--- src/rtl/output_sequencer.sv ---
// -----------------------------------------------------------------------------
// output_sequencer
// Frame-level controller for the histogram-equalisation output pipeline.
// Accepts a CDF-ready request, latches CdfMin, computes the divisor
// (PIXEL_COUNT - CdfMin), fires the pipeline start pulse, waits for done plus
// a fixed drain, then flips the output bank so the next frame writes the
// other bank. Flags an out-of-range CdfMin and a hung pipeline (timeout).
//
//  state  | meaning
//  IDLE   | waiting for req
//  CALC   | request acked, CdfMin range check
//  LAUNCH | start pulse, RUN timer cleared
//  RUN    | waiting for done, timeout counter running
//  DRAIN  | DRAIN_CYCLES cycles for the last stores to land
//  FINISH | frame_done pulse, bank flip and frame count on exit
//  ERROR  | sticky err until clear_err
//
// Ports
//  clock, reset          system clock, synchronous active-high reset
//  req, req_cdf_min      frame request and its CdfMin
//  req_ack               1-cycle accept pulse
//  clear_err             leaves ERROR
//  start                 1-cycle pipeline start pulse
//  CdfMin, divisor       latched CdfMin and PIXEL_COUNT - CdfMin
//  output_base_offset    bank select used by the pipeline
//  done                  pipeline completion input (only honoured in RUN)
//  busy                  high in CALC..FINISH
//  frame_done            1-cycle pulse when a frame is fully stored
//  ready_bank            bank of the most recently completed frame
//  frame_count           completed frames, wraps at 256
//  err                   high while in ERROR
// -----------------------------------------------------------------------------
module output_sequencer #(
  parameter int PIXEL_COUNT  = 65536,
  parameter int DRAIN_CYCLES = 4,
  parameter int TIMEOUT      = 70000
) (
  input  logic        clock,
  input  logic        reset,
  input  logic        req,
  input  logic [19:0] req_cdf_min,
  output logic        req_ack,
  input  logic        clear_err,
  output logic        start,
  output logic [19:0] CdfMin,
  output logic [19:0] divisor,
  output logic        output_base_offset,
  input  logic        done,
  output logic        busy,
  output logic        frame_done,
  output logic        ready_bank,
  output logic [7:0]  frame_count,
  output logic        err
);

  localparam int TW = $clog2(TIMEOUT + 1);
  localparam int DW = $clog2(DRAIN_CYCLES + 1);
  localparam logic [19:0] PIX = 20'(PIXEL_COUNT);

  typedef enum logic [2:0] {
    S_IDLE, S_CALC, S_LAUNCH, S_RUN, S_DRAIN, S_FINISH, S_ERROR
  } state_t;

  state_t        state;
  logic [TW-1:0] run_timer;
  logic [DW-1:0] drain_cnt;

  always_ff @(posedge clock) begin
    if (reset) begin
      state              <= S_IDLE;
      run_timer          <= '0;
      drain_cnt          <= '0;
      req_ack            <= 1'b0;
      start              <= 1'b0;
      CdfMin             <= '0;
      divisor            <= '0;
      output_base_offset <= 1'b0;
      busy               <= 1'b0;
      frame_done         <= 1'b0;
      ready_bank         <= 1'b0;
      frame_count        <= '0;
      err                <= 1'b0;
    end else begin
      req_ack    <= 1'b0;
      start      <= 1'b0;
      frame_done <= 1'b0;
      case (state)
        S_IDLE: begin
          if (req) begin
            // Divisor is computed at accept so it is already valid in CALC;
            // an out-of-range CdfMin forces it to zero.
            CdfMin  <= req_cdf_min;
            divisor <= (req_cdf_min >= PIX) ? 20'd0 : PIX - req_cdf_min;
            req_ack <= 1'b1;
            busy    <= 1'b1;
            state   <= S_CALC;
          end
        end
        S_CALC: begin
          if (CdfMin >= PIX) begin
            busy  <= 1'b0;
            err   <= 1'b1;
            state <= S_ERROR;
          end else begin
            start <= 1'b1;
            state <= S_LAUNCH;
          end
        end
        S_LAUNCH: begin
          run_timer <= '0;
          state     <= S_RUN;
        end
        S_RUN: begin
          // done takes priority over a timeout in the same cycle
          if (done) begin
            drain_cnt <= DW'(DRAIN_CYCLES - 1);
            state     <= S_DRAIN;
          end else if (run_timer == TW'(TIMEOUT - 1)) begin
            busy  <= 1'b0;
            err   <= 1'b1;
            state <= S_ERROR;
          end else begin
            run_timer <= run_timer + TW'(1);
          end
        end
        S_DRAIN: begin
          if (drain_cnt == '0) begin
            frame_done <= 1'b1;
            state      <= S_FINISH;
          end else begin
            drain_cnt <= drain_cnt - DW'(1);
          end
        end
        S_FINISH: begin
          ready_bank         <= output_base_offset;
          output_base_offset <= ~output_base_offset;
          frame_count        <= frame_count + 8'd1;
          busy               <= 1'b0;
          state              <= S_IDLE;
        end
        S_ERROR: begin
          if (clear_err) begin
            err   <= 1'b0;
            state <= S_IDLE;
          end
        end
        default: begin
          busy  <= 1'b0;
          err   <= 1'b0;
          state <= S_IDLE;
        end
      endcase
    end
  end

endmodule
--- config.mk ---
export PLATFORM = sky130hd
export DESIGN_NAME = output_sequencer
export DESIGN_NICKNAME = d
export VERILOG_FILES = /design/src/rtl/output_sequencer.sv
export SDC_FILE = /design/constraint.sdc
export NUM_CORES = 1
export LEC_CHECK = 0
export CAP_MARGIN = 20
export CORE_MARGIN = 4
export CORE_UTILIZATION = 33
export CTS_BUF_LIST = sky130_fd_sc_hd__clkbuf_8
export DETAILED_ROUTE_END_ITERATION = 16
export GPL_TIMING_DRIVEN = 0
export PLACE_DENSITY = 0.6
export SKIP_CTS_REPAIR_TIMING = 1
export SLEW_MARGIN = 10
export SYNTH_ARGS = -nofsm -noshare
export SYNTH_HDL_FRONTEND = slang
export SYNTH_SLANG_ARGS = --single-unit
--- constraint.sdc ---
create_clock -name clock -period 5.14 [get_ports clock]
set_input_delay 1.028 -clock clock [delete_from_list [all_inputs] [get_ports clock]]
set_output_delay 1.028 -clock clock [all_outputs]
set_load 0.02 [all_outputs]
==> impl_metrics.json <==
{
  "utilization": 0.4554,
  "yosys.cell_count.top_type": "dfxtp_1",
  "dieArea_um2": 11800,
  "cap_violations": 0,
  "clk_path_buf_depth": 2,
  "grt_pass1_wl_um": 13930,
  "irDropWorstVdd_mv": 0.1543,
  "drv_slew": 0,
  "grt.total_usage": 0.1493,
  "postRouteAntennaNets": 0,
  "core_area_um2": 9819,
  "grt_pass1_vias": 2932,
  "syn_area_um2": 3341,
  "ys_seq_area_frac": 0.4674,
  "finalCriticalPeriod_ns": 2.995,
  "r2r_start": "state[1]",
  "netlist_instances": 389,
  "setup_tns_ns": 0,
  "fin_ws_ns": 2.145,
  "cts_tree": "built",
  "hold_class": "reg2reg",
  "clkLatencyLatePin_ns": 0.35,
  "place_ws_ns": 1.787,
  "hold_depth": 2,
  "final_area_um2": 4472,
  "ys_async_sr_fraction": 0,
  "drtIter0Drc": 110,
  "gr-total-overflow": 0,
  "fp.dieH_um": 108.6,
  "endpoint_kind": "register",
  "numCtsBuffers": 9,
  "worstSetupStartpointType": "primary input",
  "place_congestion": 0.8388,
  "slew_headroom": 0.2833,
  "setup_viol": 0,
  "drc": 0,
  "min_period_over_period": 0.5827,
  "antenna_found_initial": 0,
  "yosysTopAreaCell": "dfxtp_1",
  "r2r-end": "run_timer[10]",
  "yosysTopAreaCellShare": 0.4674,
  "die_w_um": 108.6,
  "clock-sinks": 78,
  "rr_worst_depth": 6,
  "drive_gt1_frac": 0.05187,
  "synth-edff-count": 0,
  "reg2reg_setup_slack_ns": 2.72,
  "root_buffer": "clkbuf_8",
  "rsz0062_at_grt": "false",
  "hold_viol_final": 0,
  "dp_hpwl_um": 6441,
  "min-delay-start": "CdfMin[12]",
  "dr.pass1.iters": 5,
  "grt_max_degree": 14,
  "required_ns": 5.42,
  "power.leakage_nw": 1.537,
  "arrival_ns": 3.28,
  "area_delta_synth_final_pct": 33.86,
  "tightest_slew_ns": 1.067,
  "wl_per_cell_um": 14.14,
  "status": "completed",
  "path_class": "in2reg",
  "routed_wirelength_um": 8694,
  "synthFlopType": "dfxtp_1",
  "ys_top_cells_by_area": "dfxtp_1 (47%), nand2_1 (6.7%), xor2_1 (6.3%), a21oi_1 (4.5%), nor2_1 (4.5%)",
  "ys_types": 44,
  "yosys_warnings": 0,
  "io_pins": 80,
  "viasPerCell": 4.932,
  "layout.nets": 507,
  "fmax_mhz": 333.9,
  "num_vias": 3033,
  "std_cell_rows": 36,
  "synthTopCellsByCount": "dfxtp_1 (78), nand2_1 (60), nor2_1 (40)",
  "portBuffers": 77,
  "finClkSkew_ns": 0.01440,
  "antenna_cells": 0,
  "initial_core_util": 0.3402,
  "syn_area_per_cell_um2": 8.588,
  "crit_path_max_fanout": 6,
  "syn-num-nets": 419,
  "min_to": "CdfMin[12]",
  "cts.clk_slew.worst_paths_ns": 0.08,
  "power_density_nw_per_um2": 299.5,
  "h-tree-depth": 3,
  "placed_area_um2": 4278,
  "ys_ff_latch": 78
}
## how the worst max path moves through the flow
stage	slack [ns]	from	endpoint
4_1_cts	2.14	req_cdf_min[2]	divisor[16]
3_3_place_gp	1.82	req_cdf_min[2]	divisor[16]
6_report	2.14	req_cdf_min[2]	divisor[16]
2_1_floorplan	2.50	req_cdf_min[2]	divisor[16]
3_5_place_dp	1.79	req_cdf_min[2]	divisor[16]
5_1_grt	2.03	done	run_timer[13]
## per-layer routing
layer	track usage	share of wire
met1	0.1977	0.47
met2	0.2286	0.44
met3	0.04855	0.065
met4	0.05230	0.020
met5	0	0
## worst max-delay path, cell delays in order
cell and delay (ns):
clkdlybuf4s50_1 0.52, or4_4 0.64, nor4_4 0.23, nand4_1 0.19, or4b_1 0.53, a21oi_1 0.14
## cell usage in the layout (no fill, tap or decap), drive strengths merged, types with 5 or more instances in the layout
cell,Yosys,routed
a21oi,30,30
a22o,9,9
a22oi,7,7
clkbuf,19,31
clkdlybuf4s50,0,77
dfxtp,78,78
ha,5,5
inv,8,9
nand2,60,60
nand3,15,15
nand4,6,6
nor2,41,41
nor3,12,12
nor4,6,6
o21ai,9,9
or3,5,5
or4,5,5
xnor2,8,8
xor2,24,24
## power breakdown
| group | internal (mW) | switching (mW) | total (mW) |
|---|---|---|---|
| clock network | 0.216 | 0.227 | 0.443 |
| registers | 0.632 | 0.0176 | 0.650 |
| logic | 0.0987 | 0.147 | 0.246 |
| total | 0.947 | 0.392 | 1.34 |
## flip-flops by register name (all words and copies together), names as in the netlist
| register | flops |
|---|---|
| CdfMin | 20 |
| divisor | 20 |
| run_timer | 17 |
| frame_count | 8 |
| drain_cnt | 3 |
| state | 3 |
| busy | 1 |
| err | 1 |
| frame_done | 1 |
| output_base_offset | 1 |
| ready_bank | 1 |
| req_ack | 1 |
| start | 1 |
## stage by stage
step           cells  hold WS, ns  power [mW]
4_1_cts          615       0.4663       1.352
6_report         615       0.4642       1.339
2_1_floorplan    389       0.4430      0.7994
3_3_place_gp     599       0.4434      0.9078
5_1_grt          615       0.4831       1.403
3_5_place_dp     599       0.4499      0.9103
## logic make-up after synthesis
logic type,share of synthesized area
adders and majority gates,0.01873
AOI/OAI and AO/OA,0.1300
buffers and inverters,0.03034
xor gates and xnor gates,0.08390
DFF,0.4674
and+or+nand+nor,0.2697
## layout make-up
| cell class | count | area (um2) |
|---|---|---|
| inverter | 8 | 30.03 |
| clock buffer | 12 | 165.2 |
| fill | 1003 | 5348 |
| sequential | 78 | 1562 |
| clock inverter | 4 | 28.78 |
| buffer | 19 | 71.32 |
| timing repair buffer | 77 | 770.7 |
| tap | 133 | 166.4 |
| multi-input combinational | 284 | 1678 |
Note: power is estimated with default switching activity, not from simulation.
